**config.mk**
```make
export PLATFORM = sky130hd
export DESIGN_NAME = systolic_array_nxn_flat
export DESIGN_NICKNAME = d
export VERILOG_FILES = /design/src/rtl/systolic_array_nxn_if.sv /design/src/rtl/systolic_array_nxn.sv /design/src/flat_wrapper.sv
export SDC_FILE = /design/constraint.sdc
export NUM_CORES = 2
export LEC_CHECK = 0
export CORE_ASPECT_RATIO = 1.75
export CORE_MARGIN = 2
export CORE_UTILIZATION = 60
export DETAILED_ROUTE_END_ITERATION = 10
export PLACE_DENSITY = 0.86
export SLEW_MARGIN = 20
export SYNTH_ARGS = -nofsm -noshare
export SYNTH_HDL_FRONTEND = slang
export SYNTH_SLANG_ARGS = --single-unit
```
**constraint.sdc**
```tcl
create_clock -name clk -period 31.1 [get_ports clk]
set_input_delay 4.665 -clock clk [delete_from_list [all_inputs] [get_ports clk]]
set_output_delay 4.665 -clock clk [all_outputs]
set_load 0.05 [all_outputs]
```
**src/rtl/systolic_array_nxn_if.sv**
```systemverilog
// Job-control, operand-stream and result handshake bundle for systolic_array_nxn.
// The master drives jobs and operands; the slave is the array.
interface systolic_array_nxn_if #(
    parameter int unsigned N      = 4,
    parameter int unsigned DATA_W = 8,
    parameter int unsigned K_MAX  = 16,
    parameter int unsigned ACC_W  = 20
);
    localparam int unsigned KW = $clog2(K_MAX + 1);

    logic                      enable;
    logic                      start;
    logic [KW-1:0]             k_len;
    logic                      busy;
    logic                      in_valid;
    logic                      in_ready;
    logic [N*DATA_W-1:0]       a_col;
    logic [N*DATA_W-1:0]       b_row;
    logic                      out_valid;
    logic                      out_ready;
    logic [N*N*ACC_W-1:0]      c_flat;
    logic                      ovf;

    modport master (
        output enable, start, k_len, in_valid, a_col, b_row, out_ready,
        input  busy, in_ready, out_valid, c_flat, ovf
    );

    modport slave (
        input  enable, start, k_len, in_valid, a_col, b_row, out_ready,
        output busy, in_ready, out_valid, c_flat, ovf
    );
endinterface

```
**src/rtl/systolic_array_nxn.sv**
```systemverilog
// Output-stationary NxN systolic matrix multiplier, C = A x B with per-job K.
// Define SYSTOLIC_SAT_EN for saturating accumulators with a sticky ovf flag.
module systolic_array_nxn #(
    parameter int unsigned N      = 4,
    parameter int unsigned DATA_W = 8,
    parameter int unsigned K_MAX  = 16,
    parameter int unsigned ACC_W  = 20
) (
    input logic                 clk,
    input logic                 rst,
    systolic_array_nxn_if.slave bus
);
    localparam int unsigned KW = $clog2(K_MAX + 1);
    localparam int unsigned CW = $clog2(2 * N);
    localparam int unsigned PW = 2 * DATA_W;
`ifdef SYSTOLIC_SAT_EN
    localparam int unsigned SW = ACC_W + 1;
`else
    localparam int unsigned SW = ACC_W;
`endif

    typedef enum logic [1:0] {StIdle, StFeed, StDrain, StDone} state_e;

    state_e            state_q, state_d;
    logic [KW-1:0]     k_q, k_d, beat_q, beat_d;
    logic [CW-1:0]     cnt_q, cnt_d;
    logic              busy_q, busy_d, rdy_q, rdy_d, out_valid_q, out_valid_d;
`ifdef SYSTOLIC_SAT_EN
    logic              ovf_q, ovf_d;
`endif

    // Skew lines: row/column i holds i stages, so only [i][0..i-1] matter.
    logic [DATA_W-1:0] a_sk_q [N][N-1];
    logic [DATA_W-1:0] a_sk_d [N][N-1];
    logic [DATA_W-1:0] b_sk_q [N][N-1];
    logic [DATA_W-1:0] b_sk_d [N][N-1];
    logic [DATA_W-1:0] a_q    [N][N-1];
    logic [DATA_W-1:0] a_d    [N][N-1];
    logic [DATA_W-1:0] b_q    [N-1][N];
    logic [DATA_W-1:0] b_d    [N-1][N];
    logic [ACC_W-1:0]  acc_q  [N][N];
    logic [ACC_W-1:0]  acc_d  [N][N];

    logic [DATA_W-1:0] a_tap  [N][N];
    logic [DATA_W-1:0] b_tap  [N][N];
    logic [DATA_W-1:0] pe_a   [N][N];
    logic [DATA_W-1:0] pe_b   [N][N];
    logic [PW-1:0]     prod   [N][N];
    logic [SW-1:0]     sum    [N][N];

    logic in_ready, accept, advance, clear;

    assign in_ready = rdy_q & bus.enable;
    assign accept   = bus.in_valid & in_ready;
    assign advance  = (state_q == StFeed) || (state_q == StDrain);
    assign clear    = (state_q == StIdle) && bus.start;

    // Non-accepted cycles inject zeros, so bubbles and drain add nothing.
    always_comb begin
        for (int i = 0; i < N; i++) begin
            a_tap[i][0] = accept ? bus.a_col[i*DATA_W +: DATA_W] : '0;
            b_tap[i][0] = accept ? bus.b_row[i*DATA_W +: DATA_W] : '0;
            for (int s = 1; s < N; s++) begin
                a_tap[i][s] = a_sk_q[i][s-1];
                b_tap[i][s] = b_sk_q[i][s-1];
            end
        end
        for (int i = 0; i < N; i++) begin
            pe_a[i][0] = a_tap[i][i];
            pe_b[0][i] = b_tap[i][i];
            for (int j = 1; j < N; j++) begin
                pe_a[i][j] = a_q[i][j-1];
                pe_b[j][i] = b_q[j-1][i];
            end
        end
        for (int i = 0; i < N; i++) begin
            for (int j = 0; j < N; j++) begin
                prod[i][j] = PW'(pe_a[i][j]) * PW'(pe_b[i][j]);
                sum[i][j]  = SW'(acc_q[i][j]) + SW'(prod[i][j]);
            end
        end
    end

    always_comb begin
        state_d = state_q;
        k_d     = k_q;
        beat_d  = beat_q;
        cnt_d   = cnt_q;
        a_sk_d  = a_sk_q;
        b_sk_d  = b_sk_q;
        a_d     = a_q;
        b_d     = b_q;
        acc_d   = acc_q;
`ifdef SYSTOLIC_SAT_EN
        ovf_d   = ovf_q;
`endif

        if (advance) begin
            for (int i = 0; i < N; i++) begin
                for (int s = 0; s < N - 1; s++) begin
                    a_sk_d[i][s] = a_tap[i][s];
                    b_sk_d[i][s] = b_tap[i][s];
                    a_d[i][s]    = pe_a[i][s];
                    b_d[s][i]    = pe_b[s][i];
                end
                for (int j = 0; j < N; j++) begin
`ifdef SYSTOLIC_SAT_EN
                    if (sum[i][j][ACC_W]) begin
                        acc_d[i][j] = '1;
                        ovf_d       = 1'b1;
                    end else begin
                        acc_d[i][j] = sum[i][j][ACC_W-1:0];
                    end
`else
                    acc_d[i][j] = sum[i][j];
`endif
                end
            end
        end

        if (clear) begin
            a_sk_d = '{default: '0};
            b_sk_d = '{default: '0};
            a_d    = '{default: '0};
            b_d    = '{default: '0};
            acc_d  = '{default: '0};
`ifdef SYSTOLIC_SAT_EN
            ovf_d  = 1'b0;
`endif
        end

        unique case (state_q)
            StIdle: begin
                if (bus.start) begin
                    k_d     = bus.k_len;
                    beat_d  = '0;
                    state_d = (bus.k_len == '0) ? StDone : StFeed;
                end
            end
            StFeed: begin
                if (accept) begin
                    beat_d = beat_q + KW'(1);
                    if (beat_q == k_q - KW'(1)) begin
                        state_d = StDrain;
                        cnt_d   = CW'(2 * N - 1);
                    end
                end
            end
            StDrain: begin
                if (cnt_q == '0) state_d = StDone;
                else             cnt_d   = cnt_q - CW'(1);
            end
            StDone: begin
                if (out_valid_q && bus.out_ready) state_d = StIdle;
            end
            default: state_d = StIdle;
        endcase

        busy_d      = (state_d != StIdle);
        rdy_d       = (state_d == StFeed);
        out_valid_d = (state_d == StDone);
    end

    always_ff @(posedge clk or posedge rst) begin
        if (rst) begin
            state_q     <= StIdle;
            k_q         <= '0;
            beat_q      <= '0;
            cnt_q       <= '0;
            busy_q      <= 1'b0;
            rdy_q       <= 1'b0;
            out_valid_q <= 1'b0;
            a_sk_q      <= '{default: '0};
            b_sk_q      <= '{default: '0};
            a_q         <= '{default: '0};
            b_q         <= '{default: '0};
            acc_q       <= '{default: '0};
`ifdef SYSTOLIC_SAT_EN
            ovf_q       <= 1'b0;
`endif
        end else if (bus.enable) begin
            state_q     <= state_d;
            k_q         <= k_d;
            beat_q      <= beat_d;
            cnt_q       <= cnt_d;
            busy_q      <= busy_d;
            rdy_q       <= rdy_d;
            out_valid_q <= out_valid_d;
            a_sk_q      <= a_sk_d;
            b_sk_q      <= b_sk_d;
            a_q         <= a_d;
            b_q         <= b_d;
            acc_q       <= acc_d;
`ifdef SYSTOLIC_SAT_EN
            ovf_q       <= ovf_d;
`endif
        end
    end

    always_comb begin
        bus.c_flat = '0;
        for (int i = 0; i < N; i++) begin
            for (int j = 0; j < N; j++) begin
                bus.c_flat[(i*N+j)*ACC_W +: ACC_W] = acc_q[i][j];
            end
        end
    end

    assign bus.busy      = busy_q;
    assign bus.in_ready  = in_ready;
    assign bus.out_valid = out_valid_q;
`ifdef SYSTOLIC_SAT_EN
    assign bus.ovf       = ovf_q;
`else
    assign bus.ovf       = 1'b0;
`endif
endmodule

```
**src/flat_wrapper.sv**
```systemverilog
// flat-port wrapper written by rule: the top's interface ports become plain ports
module systolic_array_nxn_flat 
#(
    parameter int unsigned N      = 4,
    parameter int unsigned DATA_W = 8,
    parameter int unsigned K_MAX  = 16,
    parameter int unsigned ACC_W  = 20
)
  (clk, rst, bus_enable, bus_start, bus_k_len, bus_in_valid, bus_a_col, bus_b_row, bus_out_ready, bus_busy, bus_in_ready, bus_out_valid, bus_c_flat, bus_ovf);
  systolic_array_nxn_if #(.N(N), .DATA_W(DATA_W), .K_MAX(K_MAX), .ACC_W(ACC_W)) bus_i ();
  input logic clk;
  input logic rst;
  input wire logic [$bits(bus_i.enable)-1:0] bus_enable;
  input wire logic [$bits(bus_i.start)-1:0] bus_start;
  input wire logic [$bits(bus_i.k_len)-1:0] bus_k_len;
  input wire logic [$bits(bus_i.in_valid)-1:0] bus_in_valid;
  input wire logic [$bits(bus_i.a_col)-1:0] bus_a_col;
  input wire logic [$bits(bus_i.b_row)-1:0] bus_b_row;
  input wire logic [$bits(bus_i.out_ready)-1:0] bus_out_ready;
  output wire logic [$bits(bus_i.busy)-1:0] bus_busy;
  output wire logic [$bits(bus_i.in_ready)-1:0] bus_in_ready;
  output wire logic [$bits(bus_i.out_valid)-1:0] bus_out_valid;
  output wire logic [$bits(bus_i.c_flat)-1:0] bus_c_flat;
  output wire logic [$bits(bus_i.ovf)-1:0] bus_ovf;
  assign bus_i.enable = bus_enable;
  assign bus_i.start = bus_start;
  assign bus_i.k_len = bus_k_len;
  assign bus_i.in_valid = bus_in_valid;
  assign bus_i.a_col = bus_a_col;
  assign bus_i.b_row = bus_b_row;
  assign bus_i.out_ready = bus_out_ready;
  assign bus_busy = bus_i.busy;
  assign bus_in_ready = bus_i.in_ready;
  assign bus_out_valid = bus_i.out_valid;
  assign bus_c_flat = bus_i.c_flat;
  assign bus_ovf = bus_i.ovf;
  systolic_array_nxn #(.N(N), .DATA_W(DATA_W), .K_MAX(K_MAX), .ACC_W(ACC_W)) u_core (.clk(clk), .rst(rst), .bus(bus_i));
endmodule
```
==> impl_metrics.tcl <==
set metrics [dict create \
    cp_cell_sequence "clkdlybuf4s50_1, and2_1, clkdlybuf4s50_1" \
    std_cell_rows 160 \
    finClkSkew_ns 0.0271 \
    synthSimpleGateAreaFrac 0.129 \
    synth_compound_area_frac 0.128 \
    synth_xor_area_frac 0.0258 \
    dr.first_iter.drc_count 3206 \
    r2r_slack_ns 25.33 \
    power_switching_share 0.450 \
    cp_max_fo 13 \
    max_cap_violations 0 \
    hold_depth 1 \
    cts_setup_buffers 0 \
    ios 399 \
    arrival_ns 6.52 \
    vias 50597 \
    start_util 0.603 \
    cts_root_buf "clkbuf_16" \
    end_kind "output pin" \
    p_per_area_nw_per_um2 45.3 \
    ir_drop_v 0.0000449 \
    syn-cell-area_um2 65200 \
    hold_class "reg -> reg" \
    synthArstFlopShare 1.00 \
    path_class "in -> out" \
    synth_edf_count 0 \
    insertion_delay_ns 0.70 \
    cts_num_sinks 626 \
    r2r_end "u_core.bus.c_flat[19]" \
    grt_max_degree 155 \
    ys_seq_area_frac 0.240 \
    p_int_w 0.00180 \
    synthAdderAreaFrac 0.373 \
    p_comb_frac 0.400 \
    report.final.slew_viol_count 0 \
    n_fill_cell 8181 \
    ys_types 71 \
    synth-seq-cells 626 \
    dp_hpwl_um 138000 \
    hold_buffers 0 \
    tns_ns 0 \
    slowest_delay_ns 0.84 \
    setup_viol 0 \
    grt.total_usage 0.335 \
    r2r_cells 19 \
    clkTransAtPathRegs_ns 0.06 \
    drive_above_1_share 0.0256 \
    wl_per_cell_um 21.2 \
    rsz0062_at_grt "false" \
    die_h_um 440 \
    crit_path_top_delay_cell "clkdlybuf4s50_1" \
    fin_nets 8638 \
    area_growth_pct 10.7 \
    clock_power_share 0.274 \
    cpMostUsedCell "clkdlybuf4s50_1" \
    status "finished, final reports clean" \
    ys_warn_count 0 \
    port-buffer-count 397 \
    critPathLaunch "bus_enable" \
    fin_crit_sh 0.360 \
    cts_made_buffers 69 \
    gr-total-overflow 0 \
    syn_area_per_cell_um2 9.36 \
    synth_top_flop_cell "dfrtp_1" \
    clock_path_buffers 3 \
    max-slew-margin-rel 0.349 \
    multiInputGateArea_um2 42900 \
    power_switching_w 0.00147 \
    vias_per_cell 5.93 \
    h-tree-depth 3 \
    rr_startpoint "u_core.rdy_q" \
    critPathCapture "bus_in_ready" \
    p_leak_nw 37.4 \
    drt-pass1-iter-count 6 \
    worst_pin_slew_ns 0.977 \
    finalHoldViolCount 0 \
    tritoncts "done" \
    die_area_um2 111000 \
    muxShareOfSynthArea 0.00155 \
    core-area_um2 108000 \
    synth_top_family_by_area "adder cells" \
    synth_nets 8501 \
    max_clock_freq_ghz 0.0894 \
    drc 0 \
    required_ns 26.44 \
    post_cts_resize_count 0 \
    total_power_w 0.00327 \
    grt_pass1_vias 54776 \
    syn-instance-count 6962 \
    wirelength_um 181000 \
    min_period_ns 11.18 \
    detail-route-antenna-nets 0 \
    grt_first_pass_wirelength_um 290000 \
    p_seq_frac 0.326 \
    seqCellArea_um2 15700 \
    antenna_found_initial 4 \
    die_w_um 253 \
    cp-start-kind "input port" \
    gp_congestion 0.967 \
]
area by class of cell:
| class | count | share of cell area |
|---|---|---|
| Antenna cell | 2 | 0.0000693 |
| Clock buffer | 86 | 0.0263 |
| Clock inverter | 39 | 0.00709 |
| Inverter | 1399 | 0.0729 |
| Multi-Input combinational cell | 4574 | 0.594 |
| Sequential cell | 626 | 0.217 |
| Tap cell | 1377 | 0.0239 |
| Timing Repair Buffer | 429 | 0.0586 |
Yosys cell counts (all sizes together) (15+ instances only):
| cell type | number | area share |
|---|---|---|
| buf | 60 | 0.0044 |
| inv | 1399 | 0.081 |
| a31oi | 21 | 0.0020 |
| nor2b | 19 | 0.0018 |
| a22o | 310 | 0.042 |
| and3 | 50 | 0.0048 |
| ha | 664 | 0.13 |
| a211oi | 40 | 0.0046 |
| o21bai | 32 | 0.0037 |
| o31ai | 26 | 0.0030 |
| o21a | 29 | 0.0035 |
| or3 | 18 | 0.0017 |
| xor2 | 115 | 0.015 |
| fa | 800 | 0.25 |
| a21oi | 181 | 0.014 |
| a21o | 61 | 0.0070 |
| dfrtp | 626 | 0.24 |
| o211ai | 28 | 0.0032 |
| and2 | 535 | 0.051 |
| nand2b | 25 | 0.0024 |
| nand3 | 99 | 0.0076 |
| xnor2 | 77 | 0.010 |
| nor2 | 125 | 0.0072 |
| nor3 | 38 | 0.0029 |
| o21ai | 349 | 0.027 |
| clkbuf | 303 | 0.017 |
| nand4 | 15 | 0.0014 |
| o22ai | 54 | 0.0052 |
| nand2 | 719 | 0.041 |
worst min-delay path by stage:
stage                          startpoint               to
after floorplan           u_core.cnt_q[0]  u_core.cnt_q[0]
after global placement    u_core.cnt_q[0]  u_core.cnt_q[0]
after detailed placement  u_core.cnt_q[0]  u_core.cnt_q[0]
after CTS                 u_core.cnt_q[0]  u_core.cnt_q[0]
after global routing      u_core.cnt_q[0]  u_core.cnt_q[0]
final                     u_core.cnt_q[0]  u_core.cnt_q[0]
critical path, delay by kind of cell:
kind | cells | cell delay [ns]
buffers and inverters | 2 | 1.64
and+or+nand+nor | 1 | 0.21
logic make-up (layout without fill, tap and decap cells):
| group | count (synthesis) | count (layout) |
|---|---|---|
| other cells | 1 | 3 |
| buf+inv | 1762 | 1953 |
| fa+ha+maj | 1464 | 1464 |
| xor+xnor | 192 | 192 |
| compound gates | 1213 | 1213 |
| mux | 10 | 10 |
| flops | 626 | 626 |
| simple gates | 1694 | 1694 |
layout by cell type, fill, tap and decap left out, types with 27 or more instances in the layout:
master	netlist	routed
and3_1	50	49
buf_4	2	31
a21oi_1	178	178
nand2_1	719	717
clkdlybuf4s50_1	0	397
ha_1	664	664
o211ai_1	28	28
nor3_1	38	38
a21o_1	61	61
clkbuf_16	0	69
nand3_1	99	98
o21ai_0	343	343
a22o_1	310	310
xnor2_1	77	77
and2_1	535	535
fa_1	800	800
nor2_1	125	123
o21a_1	28	27
xor2_1	115	115
o21bai_1	32	32
a211oi_1	40	40
o22ai_1	54	54
dfrtp_1	626	626
inv_1	1399	1398
per-layer routing:
layer	GRT usage	vias to the layer above	share of wire
li1	-	22467	-
met1	0.365	25586	0.35
met2	0.586	1881	0.51
met3	0.0579	659	0.062
met4	0.242	4	0.083
met5	0	-	0.00014
power by group through the flow:
stage	combinational, W	clock [W]	sequential, W
5_1_grt	0.00143	0.000936	0.00107
4_1_cts	0.00131	0.000906	0.00106
3_3_place_gp	0.00127	0	0.00107
6_report	0.00131	0.000893	0.00107
3_5_place_dp	0.00130	0	0.00107
2_1_floorplan	0.000676	0	0.00123
metrics by stage:
| stage | worst slack [ns] | cells | util | cell area (um^2) | hold slack (ns) |
|---|---|---|---|---|---|
| 2_1_floorplan | 8.90 | 6962 | - | 65200 | 0.440 |
| 3_3_place_gp | 19.99 | 8405 | 0.645 | 69800 | 0.457 |
| 3_5_place_dp | 19.94 | 8405 | 0.645 | 69800 | 0.466 |
| 4_1_cts | 19.94 | 8530 | 0.668 | 72200 | 0.474 |
| 5_1_grt | 19.88 | 8531 | 0.668 | 72200 | 0.506 |
| 6_report | 19.92 | 8532 | 0.668 | 72200 | 0.474 |
flip-flops by register name, indices dropped and copies added, names as in the netlist, 2 cells and up:
| register | cells |
|---|---|
| u_core.a_sk_q | 48 |
| u_core.a_q | 96 |
| u_core.cnt_q | 3 |
| u_core.k_q | 5 |
| u_core.b_sk_q | 48 |
| u_core.bus.c_flat | 320 |
| u_core.state_q | 2 |
| u_core.b_q | 96 |
| u_core.beat_q | 5 |
Power figures use the tool's default switching activity.
